**config.mk**
```make
export PLATFORM = sky130hd
export DESIGN_NAME = apb_rr_arbiter
export DESIGN_NICKNAME = d
export VERILOG_FILES = /design/src/rtl/apb_pkg.sv /design/src/rtl/apb_rr_arbiter_rr.sv /design/src/rtl/apb_rr_arbiter.sv
export SDC_FILE = /design/constraint.sdc
export NUM_CORES = 1
export LEC_CHECK = 0
export ABC_CLOCK_PERIOD_IN_PS = 3400
export BUFFER_PORTS_ARGS = -buffer_cell sky130_fd_sc_hd__buf_2
export CORE_AREA = 8 8 150 152
export CTS_CLUSTER_DIAMETER = 200
export DETAILED_ROUTE_END_ITERATION = 8
export DIE_AREA = 0 0 158 160
export GPL_TIMING_DRIVEN = 0
export PLACE_DENSITY = 0.7
export SLEW_MARGIN = 40
export SYNTH_ARGS = -nofsm -noshare
export SYNTH_HDL_FRONTEND = slang
export SYNTH_SLANG_ARGS = --single-unit
export TNS_END_PERCENT = 10
```
**constraint.sdc**
```tcl
create_clock -name pclk -period 3.4 [get_ports pclk]
set_input_delay 0.51 -clock pclk [delete_from_list [all_inputs] [get_ports pclk]]
set_output_delay 0.51 -clock pclk [all_outputs]
set_load 0.005 [all_outputs]
```
**src/rtl/apb_pkg.sv**
```systemverilog
// Shared types and default widths for the APB round-robin arbiter.
package apb_pkg;

    typedef enum logic [1:0] {
        IDLE,
        SETUP,
        ACCESS
    } apb_state_e;

    localparam int APB_AW = 32;
    localparam int APB_DW = 32;

endpackage

```
**src/rtl/apb_rr_arbiter_rr.sv**
```systemverilog
// Combinational round-robin picker: the first requester after last_grant (wrapping) wins.
module apb_rr_arbiter_rr #(
    parameter int NREQ = 4,
    parameter int LW   = $clog2(NREQ)
) (
    input  logic [NREQ-1:0] req,
    input  logic [LW-1:0]   last_grant,
    output logic [NREQ-1:0] gnt,
    output logic [LW-1:0]   gnt_idx,
    output logic            any
);

    assign any = |req;

    // Walk offsets from farthest to nearest so the nearest valid requester overwrites the rest.
    always_comb begin
        gnt     = '0;
        gnt_idx = last_grant;
        for (int k = NREQ; k >= 1; k--) begin
            if (req[(int'(last_grant) + k) % NREQ]) begin
                gnt                                  = '0;
                gnt[(int'(last_grant) + k) % NREQ]   = 1'b1;
                gnt_idx                              = LW'((int'(last_grant) + k) % NREQ);
            end
        end
    end

endmodule

```
**src/rtl/apb_rr_arbiter.sv**
```systemverilog
// Shares one APB bus among NREQ requesters: round-robin grant, IDLE/SETUP/ACCESS
// sequencing, per-requester response pulse and a pready timeout.
import apb_pkg::*;

module apb_rr_arbiter #(
    parameter int NREQ    = 4,
    parameter int AW      = APB_AW,
    parameter int DW      = APB_DW,
    parameter int TIMEOUT = 16
) (
    input  logic              pclk,
    input  logic              prst,
    input  logic [NREQ-1:0]   req_valid,
    input  logic [NREQ-1:0]   req_write,
    input  logic [NREQ*AW-1:0] req_addr,
    input  logic [NREQ*DW-1:0] req_wdata,
    output logic [NREQ-1:0]   req_ready,
    output logic [NREQ-1:0]   rsp_valid,
    output logic [DW-1:0]     rsp_rdata,
    output logic              rsp_err,
    output logic              psel,
    output logic              penable,
    output logic              pwrite,
    output logic [AW-1:0]     paddr,
    output logic [DW-1:0]     pwdata,
    input  logic [DW-1:0]     prdata,
    input  logic              pready,
    input  logic              pslverr
);

    localparam int LW = $clog2(NREQ);
    localparam int TW = (TIMEOUT > 1) ? $clog2(TIMEOUT) : 1;

    apb_state_e      state_q, state_d;
    logic [LW-1:0]   last_grant_q, owner_q;
    logic [TW-1:0]   tmo_cnt_q;
    logic [NREQ-1:0] arb_req, arb_gnt, owner_oh;
    logic [LW-1:0]   arb_idx;
    logic            arb_any;
    logic            done, timeout_hit, accept;

    // The owner of the transfer still in ACCESS may not win the re-arbitration it completes.
    assign owner_oh = NREQ'(1) << owner_q;
    assign arb_req  = (state_q == ACCESS) ? (req_valid & ~owner_oh) : req_valid;

    apb_rr_arbiter_rr #(.NREQ(NREQ), .LW(LW)) u_rr (
        .req        (arb_req),
        .last_grant (last_grant_q),
        .gnt        (arb_gnt),
        .gnt_idx    (arb_idx),
        .any        (arb_any)
    );

    assign done        = (state_q == ACCESS) && pready;
    assign timeout_hit = (TIMEOUT != 0) && (state_q == ACCESS) && !pready
                         && (tmo_cnt_q == TW'(TIMEOUT - 1));
    assign accept      = ((state_q == IDLE) || done) && arb_any;
    assign req_ready   = (accept && prst) ? arb_gnt : '0;

    always_comb begin
        state_d = state_q;
        case (state_q)
            IDLE:    if (accept) state_d = SETUP;
            SETUP:   state_d = ACCESS;
            ACCESS: begin
                if (done)             state_d = accept ? SETUP : IDLE;
                else if (timeout_hit) state_d = IDLE;
            end
            default: state_d = IDLE;
        endcase
    end

    always_ff @(posedge pclk or negedge prst) begin
        if (!prst) begin
            state_q      <= IDLE;
            last_grant_q <= LW'(NREQ - 1);
            owner_q      <= '0;
            tmo_cnt_q    <= '0;
            psel         <= 1'b0;
            penable      <= 1'b0;
            pwrite       <= 1'b0;
            paddr        <= '0;
            pwdata       <= '0;
            rsp_valid    <= '0;
            rsp_rdata    <= '0;
            rsp_err      <= 1'b0;
        end else begin
            state_q   <= state_d;
            rsp_valid <= '0;
            rsp_rdata <= '0;
            rsp_err   <= 1'b0;

            if (accept) begin
                last_grant_q <= arb_idx;
                owner_q      <= arb_idx;
                tmo_cnt_q    <= '0;
                psel         <= 1'b1;
                penable      <= 1'b0;
                pwrite       <= req_write[arb_idx];
                paddr        <= req_addr[int'(arb_idx)*AW +: AW];
                pwdata       <= req_write[arb_idx] ? req_wdata[int'(arb_idx)*DW +: DW] : '0;
            end else if (state_q == SETUP) begin
                tmo_cnt_q <= '0;
                penable   <= 1'b1;
            end else if (done || timeout_hit) begin
                psel    <= 1'b0;
                penable <= 1'b0;
            end else if (state_q == ACCESS) begin
                tmo_cnt_q <= tmo_cnt_q + 1'b1;
            end

            // Response for the transfer that finished (or was abandoned) this cycle.
            if (done) begin
                rsp_valid <= owner_oh;
                rsp_err   <= pslverr;
                rsp_rdata <= pwrite ? '0 : prdata;
            end else if (timeout_hit) begin
                rsp_valid <= owner_oh;
                rsp_err   <= 1'b1;
            end
        end
    end

endmodule

```
---- Yosys cells after proc, flatten, opt, wreduce, memory -nomap -nowiden ----
Cells that the tools add are included.
Widths: inputs -> output; s select.
word-level totals
  register bits after elaboration ......... 114
  output and inout port bits .............. 108
  logic and storage cells ................. 119
cells by class
  add/sub/neg operators ................... 5
  magnitude comparators ................... 9
  equality and inequality tests ........... 7
  shifts and indexed selects .............. 3
  muxes and demuxes ....................... 53
  bitwise gates (word level) .............. 6
  reduce and logical (&&, ||, !) cells .... 24
operators with widths
  operator             count
  $shiftx 128x8->32    2
  $mux 32              3
  $mux 4               12
  $mux 1               21
  $lt 3x4->1 const B   4
  $mux 2               7
  $ge 3x1->1 const B   4
  $bmux 1 s2           5
  $logic_and 1x1->1    9
  $demux 1 s2          4
  $reduce_or 2->1      4
  $ne 3x3->1 const B   2
  $pmux 2 s3           1
  $reduce_and 2->1     3
  $reduce_bool 3->1    2
  $add 2x1->2 const B  2
  $add 2x2->2 const B  2
  $add 4x1->4 const B  1
  $and 1x1->1 const A  4
  $and 4x4->4          1
  $eq 4x4->1 const B   1
  $ne 2x2->1 const B   2
  $not 4->4            1
  $reduce_or 4->1      1
  8 further kinds      9

---- Depth between registers and ports, before layout ----
Gate-level depths: netlist of the first run.
  depth in word-level cells ............... 14
  mapped depth ............................ 11

---- Hierarchy ----
A second synthesis of the first run with hierarchy kept.
unflattened totals
  cell total of the unflattened synthesis .. 556
  area total of the unflattened synthesis .. 6266.0 um^2
by module, submodules not included
  module             times used  cells each  area an instance (um^2)  sequential area each (um^2)
  apb_rr_arbiter     1           505         5839.4                   2855.2
  apb_rr_arbiter_rr  1           51          426.7                    0.0

---- Worst setup path after synthesis of the first run ----
OpenSTA, ideal clock, no wires.
  path type ............................... flip-flop to flip-flop
  from .................................... reg last_grant_q[0]
  to ...................................... reg pwdata[2]
  library setup time ...................... 0.095 ns
  arrival time ............................ 3.009 ns
  setup slack ............................. 0.295 ns
  cell stages (with the launch flop) ...... 11
  path buffers ............................ 3
  path through ............................ dfstp_2 -> clkinv_1 -> ha_1 -> nor3b_1 -> o22a_1 -> o2bb2ai_1 -> buf_2 -> buf_1 -> clkbuf_1 -> a311oi_1 -> o31ai_1
on the way
  longest elaborated chain between the ends .. 11
ends and longest elaborated chain
  what                                                       RTL line                                          source
  start, declared                                            apb_rr_arbiter.sv:35                              logic [LW-1:0] last_grant_q, owner_q;
  start signal, assigned                                     apb_rr_arbiter.sv:76                              last_grant_q <= LW'(NREQ - 1);
  start signal, assigned                                     apb_rr_arbiter.sv:94                              last_grant_q <= arb_idx;
  $add 2x1->2                                                apb_rr_arbiter_rr.sv:20, apb_rr_arbiter_rr.sv:23
  $bmux 1 s2                                                 apb_rr_arbiter_rr.sv:20                           if (req[(int'(last_grant) + k) % NREQ]) begin
  $mux 1 (not written as such) (2 in series)                 apb_rr_arbiter_rr.sv:20
  $mux 2 (3 in series)                                       apb_rr_arbiter_rr.sv:20
  $mux 2 *                                                   apb_rr_arbiter_rr.sv:20
  branches (longest 2 deep; another with $shiftx 128x8->32)  n/a
  $mux 32 *                                                  apb_rr_arbiter.sv:101                             pwdata <= req_write[arb_idx] ? req_wdata[int'(arb_idx)*DW +: DW] : '0;
  end signal, assigned                                       apb_rr_arbiter.sv:101
  end, declared                                              apb_rr_arbiter.sv:25                              output logic [DW-1:0] pwdata,
Every way passes the cells marked *. The select of a mux whose other input is x is not followed.
A chain may end at the register's enable or synchronous reset.

---- Worst setup path in the final report of the first run ----
  from .................................... reg state_q[0]
  to ...................................... out req_ready[2]
on the way
  longest elaborated chain between the ends .. 10
ends and longest elaborated chain
  what                                        RTL line                                    source
  start, declared                             apb_rr_arbiter.sv:34                        apb_state_e state_q, state_d;
  start signal, assigned                      apb_rr_arbiter.sv:88                        state_q <= state_d;
  $eq 2x2->1                                  apb_rr_arbiter.sv:44, apb_rr_arbiter.sv:54
  $mux 4                                      apb_rr_arbiter.sv:44                        assign arb_req = (state_q == ACCESS) ? (req_valid & ~owner_oh) : req_valid;
  $bmux 1 s2                                  apb_rr_arbiter_rr.sv:20
  $mux 1 (not written as such) (2 in series)  apb_rr_arbiter_rr.sv:20
  $mux 4 (4 in series)                        apb_rr_arbiter_rr.sv:20
  $mux 4 *                                    apb_rr_arbiter.sv:58                        assign req_ready = (accept && prst) ? arb_gnt : '0;
  end, declared                               apb_rr_arbiter.sv:17                        output logic [NREQ-1:0] req_ready,
Mark *: on every way between the ends. The rest lies on a longest branch, timed or not. The select of a mux whose other input is x is not followed.

==> flow_summary.yaml, run 1 <==
routing:
  drtPass1Iterations: 6
  drtAntennaViolNets: 0
  vias: 7625
  post_drt_via_cell_ratio: 5.162
  wl_mm: 30.25
  drc_errors: 0
  dr.first_iter.drc_count: 563
  wire_per_inst_um: 20.48
worst_hold_path:
  whs_endpoint: "rsp_rdata[29]"
  hp-class: "in2reg"
  hold_start: "prdata[29]"
  min_path_cells: 2
power:
  leakage_nw: 5.385
  p_clk_frac: 0.156
  p_sw_w: 0.004989
  switching_share: 0.4566
  p_int_w: 0.005937
  comb_power_share: 0.644
  power.density_mw_per_mm2: 1074
  vdd_drop_max_mv: 0.5321
  pwr-share-seq: 0.200
timing:
  fin_ws_ns: 0.1622
  maxSlewHeadroom: 0.5218
  maxSlewViolCount: 0
  setup_viol: 0
  setup_tns_ns: 0
  tightest_slew_ns: 0.7173
  max_freq_mhz: 308.9
  finClkSkew_ns: 0.01091
  final.period_utilization: 0.9523
  holdWs_ns: 0.3056
  hold_violations: 0
  post-route-min-period_ns: 3.238
setup_path:
  max_stage_delay_ns: 0.50
  r2r_end: "pwdata[9]"
  worstReg2RegStart: "last_grant_q[1]"
  rrSetupSlack_ns: 0.29
  cp.arrival_ns: 2.73
  r2r_cells: 11
  critPathLaunchType: "flip-flop"
  worstPathRequired_ns: 2.89
  crit_path_end_kind: "output port"
  critPathKind: "reg2out"
  crit_slowest_cell: "mux4_2"
  path_max_fanout: 10
  path_cells: "nand2b_1 -> clkbuf_1 -> o21a_1 -> mux4_2 -> buf_4 -> o211ai_1 -> o21ai_0 -> o22ai_1 -> buf_2"
clocking:
  clk_pin_slew_ns: 0.06
  numCtsBuffers: 17
  h-tree-depth: 4
  cts-root-buf: "clkbuf_16"
  cts_tree: "built"
  clock_path_buffers: 2
  clk_latency_ns: 0.41
  cts.sinks: 114
job:
  cap_violations: 0
finish:
  layout_commonest_cell: "buf_2"
  area_delta_synth_final_pct: 44.09
  drive_above_1_share: 0.4460
  fin_util: 0.5075
  layout.nets: 1500
  mostFrequentLayoutCells: "buf_2, nand2_1, dfrtp_1, mux2i_1, nor2_1"
floorplan:
  fp-row-count: 52
  die-area_mm2: 0.02528
  ios: 408
  die_w_um: 158
  core_area_mm2: 0.02004
  die_height_um: 160
  start_util: 0.3522
logic_synthesis:
  syn-cell-area_mm2: 0.007058
  ys_ff_latch: 114
  ys_types: 47
  synth_edf_count: 0
  synth_area_leader_cell: "dfrtp_1"
  seq_area_frac_synth: 0.4045
  synthFlopType: "dfrtp_1"
  ys.warnings.count: 0
  synthArstFlopShare: 1.000
  synthCells: 762
  syn_avg_cell_area_um2: 9.262
  synth_nets: 1071
  yosysTopAreaCellShare: 0.3971
  synth.area.top_cells: "dfrtp_1, mux2i_1, nand2_1, mux2_2, o211a_1"
outcome:
  outcome: "finished clean"
placed_design:
  finalWeightedCongestion: 0.9563
  pre_cts_slack_ns: -0.6602
  port_buffers: 403
  dp_hpwl_mm: 24.73
grt:
  overflow: 0
  grt_pass1_wl_mm: 45.31
  antenna_found_initial: 3
  grt_max_degree: 73
  grt_use_total: 0.2333
  grt_pass1_vias: 8074
==> flip-flops by register name, indices dropped and copies added, names as in the netlist, 2 cells and up <==
signal        flops
paddr            32
pwdata           32
rsp_rdata        32
rsp_valid         4
tmo_cnt_q         4
last_grant_q      2
owner_q           2
state_q           2
==> routing by layer <==
layer / vias to the layer above / track usage / wire length (µm)
li1: 3595 / - / -
met1: 3602 / 0.2738 / 11700
met2: 371 / 0.3979 / 15310
met3: 57 / 0.06316 / 2436
met4: 0 / 0.08619 / 802
met5: - / 0 / 0
==> synthesized netlist by cell type, types with 2 or more instances <==
cell,number
nand2_1,151
o211a_1,32
nand2b_1,2
a311oi_1,32
and2_1,32
buf_4,3
o31ai_2,14
nor3_1,2
o21ai_0,38
mux4_2,2
nor2b_1,2
clkinv_1,2
nor4_1,2
clkbuf_1,53
o22ai_1,6
a21oi_1,7
a31oi_1,3
inv_1,3
dfrtp_1,112
nor2_1,47
nand3_1,32
mux2_2,34
buf_2,10
ha_1,9
o21a_1,4
buf_6,3
o211ai_1,5
o31ai_1,19
mux2i_1,69
a21o_1,2
nor3b_1,5
dfstp_2,2
o21ai_1,7
or2_2,2
buf_1,2
==> through the flow <==
stage	std cells	area, µm²	total power (W)
CTS	1469	10090	0.01087
global route	1477	10170	0.01168
finish	1477	10170	0.01093
detailed placement	1436	9457	0.009031
global placement	1435	9413	0.008900
floorplan	762	7058	0.006696
==> critical path, delay by kind of cell, from the launching register on <==
family / cells / cell delay, ns
AOI/OAI and AO/OA: 4 / 0.77
buffers and inverters: 3 / 0.51
DFF: 1 / 0.40
muxes: 1 / 0.50
and+or+nand+nor: 1 / 0.15
==> timing repair <==
action | CTS | global route
pin swaps | 0 | 1
setup endpoints to repair | 71 | 68
endpoints found under the hold margin | 14 | 0
hold buffers | 1 | 0
resized for setup | 24 | 8
buffers inserted | 0 | 5
==> how the worst max path moves through the flow <==
stage | to | slack, ns | from
2_1_floorplan | pwdata[2] | 0.30 | last_grant_q[0]
3_5_place_dp | pwdata[29] | -0.66 | last_grant_q[0]
3_3_place_gp | req_ready[3] | -0.80 | prst
6_report | req_ready[2] | 0.16 | state_q[0]
5_1_grt | req_ready[1] | -0.007 | state_q[0]
4_1_cts | req_ready[2] | 0.01 | state_q[0]
==> power by group through the flow <==
stage / Combinational (W) / Sequential [W] / Clock [W]
3_5_place_dp: 0.00683 / 0.00220 / 0
5_1_grt: 0.00763 / 0.00224 / 0.00181
6_report: 0.00704 / 0.00218 / 0.00171
3_3_place_gp: 0.00671 / 0.00219 / 0
4_1_cts: 0.00692 / 0.00220 / 0.00175
2_1_floorplan: 0.00450 / 0.00220 / 0
==> final cells by class <==
class | instances | area [µm²]
buffer | 72 | 349.1
inverter | 5 | 28.78
timing repair buffer | 410 | 2115
sequential | 114 | 2855
fill | 1913 | 9869
tap | 270 | 337.8
clock buffer | 19 | 442.9
antenna | 3 | 7.507
multi-input combinational | 571 | 3908
clock inverter | 13 | 126.4
==> cell families (layout without fill, tap and decap cells) <==
kind of cell,Yosys count,in the layout,share of synthesized area
flops,114,114,0.4045
mux,105,105,0.1585
compound gates,177,177,0.1989
xor+xnor,1,1,0.001241
simple gates,279,279,0.1732
fa+ha+maj,9,9,0.01595
buf+inv,77,519,0.04769
other cells,0,3,0
(Power assumes the default switching activity.)
==> run 2: changes to the inputs <==
CTS_BUF_LIST = sky130_fd_sc_hd__clkbuf_16   (was default)
==> run 2 against run 1 <==
  * Maximum frequency up 0.30%
  * Final area about the same
  * Non-clock buffer count unchanged
  * Hold slack worse by 0.00071 ns
  * First-iteration DRC count down 12%
  * Via count up 0.10%
  * Setup slack better by 0.0098 ns
  * Clock-buffer cell count down 2
  * Critical path type unchanged
  * Largest cell class unchanged
  * Highest routed layer unchanged
==> flow_summary.yaml, run 2 (synthesis gave the netlist of run 1 again) <==
clocking:
  cts-root-buf: "clkbuf_16"
  clock_path_buffers: 2
  h-tree-depth: 4
  clk_pin_slew_ns: 0.06
  cts_tree: "built"
  cts.sinks: 114
  numCtsBuffers: 17
  clk_latency_ns: 0.41
power:
  comb_power_share: 0.645
  pwr-share-seq: 0.200
  p_int_w: 0.005911
  leakage_nw: 5.383
  switching_share: 0.4576
  p_sw_w: 0.004987
  vdd_drop_max_mv: 0.5306
  p_clk_frac: 0.155
  power.total_w: 0.01090
  power.density_mw_per_mm2: 1073
routing:
  drtPass1Iterations: 5
  wire_per_inst_um: 20.47
  post_drt_via_cell_ratio: 5.168
  wl_mm: 30.24
  vias: 7633
  drc_errors: 0
  drtAntennaViolNets: 0
  dr.first_iter.drc_count: 498
grt:
  antenna_found_initial: 3
  grt_use_total: 0.2334
  grt_pass1_vias: 8078
  grt_max_degree: 73
  overflow: 0
  grt_pass1_wl_mm: 45.35
timing:
  maxSlewHeadroom: 0.5025
  final.period_utilization: 0.9494
  fin_ws_ns: 0.1720
  maxSlewViolCount: 0
  holdWs_ns: 0.3049
  max_freq_mhz: 309.8
  tightest_slew_ns: 0.7463
  hold_violations: 0
  post-route-min-period_ns: 3.228
  setup_viol: 0
  finClkSkew_ns: 0.01131
placed_design:
  finalWeightedCongestion: 0.9563
  pre_cts_slack_ns: -0.6602
  port_buffers: 403
  dp_hpwl_mm: 24.73
setup_path:
  critPathKind: "reg2out"
  worstReg2RegStart: "state_q[0]"
  path_max_fanout: 10
  critPathLaunchType: "flip-flop"
  worstPathRequired_ns: 2.89
  crit_start: "state_q[0]"
  crit_path_end_kind: "output port"
  cp.arrival_ns: 2.72
outcome:
  outcome: "finished clean"
finish:
  reg.largest.list: "paddr (32), pwdata (32), rsp_rdata (32)"
  drive_above_1_share: 0.4452
  layout.nets: 1500
  mostFrequentLayoutCells: "buf_2, nand2_1, dfrtp_1, mux2i_1, nor2_1"
  layout_commonest_cell: "buf_2"
  fillers: 1914
  fin_util: 0.5070
  area_delta_synth_final_pct: 43.95
floorplan:
  core_area_mm2: 0.02004
  die-area_mm2: 0.02528
  die_height_um: 160
  fp-row-count: 52
  start_util: 0.3522
  ios: 408
  die_w_um: 158
worst_hold_path:
  hp-class: "in2reg"
  hold_start: "prdata[29]"
job:
  cap_violations: 0
==> run 2: changes by cell type in the layout (fill, tap and decap cells not counted) <==
cell,previous run,this run
clkbuf_8,1,0
inv_1,3,4
clkinv_1,0,1
clkbuf_1,38,37
==> run 2: path summary, 6_finish.rpt <==
check | to | slack, ns | cells after the start
max | req_ready[2] | 0.17 | 9
min | rsp_rdata[29] | 0.30 | 2
max reg2reg | pwdata[24] | 0.27 | 7
min reg2reg | pwdata[6] | 0.47 | 2
max in group asynchronous | last_grant_q[1] | 2.10 | 3
min in group asynchronous | pwdata[24] | 0.59 | 2
==> run 2: repair_timing <==
item / 4_1_cts / 5_1_grt
cloned: 0 / 0
hold buffers: 1 / 0
endpoints found under the hold margin: 14 / 0
pin swaps: 0 / 1
buffers inserted: 0 / 5
resized for setup: 24 / 8
setup endpoints to repair: 71 / 68
==> run 2: layout make-up <==
cell class | count | area [µm²] | share of cell area
Multi-Input combinational cell | 571 | 3908 | 0.3846
Timing Repair Buffer | 410 | 2115 | 0.2081
Inverter | 5 | 28.78 | 0.002833
Antenna cell | 3 | 7.507 | 0.0007389
Tap cell | 270 | 337.8 | 0.03325
Clock inverter | 15 | 133.9 | 0.01318
Buffer | 72 | 349.1 | 0.03436
Sequential cell | 114 | 2855 | 0.2810
Clock buffer | 17 | 425.4 | 0.04187
==> run 2: metal layers <==
layer / wire length [µm] / vias to the layer above / GRT usage / part of all wire
li1: - / 3593 / - / -
met1: 11820 / 3628 / 0.2739 / 0.39
met2: 15190 / 355 / 0.3983 / 0.50
met3: 2370 / 57 / 0.06316 / 0.078
met4: 858 / 0 / 0.08619 / 0.028
met5: 0 / - / 0 / 0
==> run 2: power by group through the flow <==
stage,registers [W],logic (W),clock network (W)
after CTS,0.00220,0.00692,0.00172
after global placement,0.00219,0.00671,0
after floorplan,0.00220,0.00450,0
after global routing,0.00224,0.00763,0.00179
final,0.00218,0.00703,0.00169
after detailed placement,0.00220,0.00683,0
==> run 2: critical path, stage by stage (launching register included) <==
cell	delay, ns
dfrtp_1	0.40
nand2b_1	0.15
clkbuf_1	0.18
o21a_1	0.33
mux4_2	0.50
buf_4	0.19
o211ai_1	0.17
o21ai_0	0.12
o22ai_1	0.14
buf_2	0.14
==> run 2: stage by stage <==
step	instance area (µm²)	setup TNS, ns	cells
floorplan	7058	0	762
global placement	9413	-29.91	1435
detailed placement	9457	-30.48	1436
CTS	10080	0	1469
global route	10160	-0.007159	1477
finish	10160	0	1477
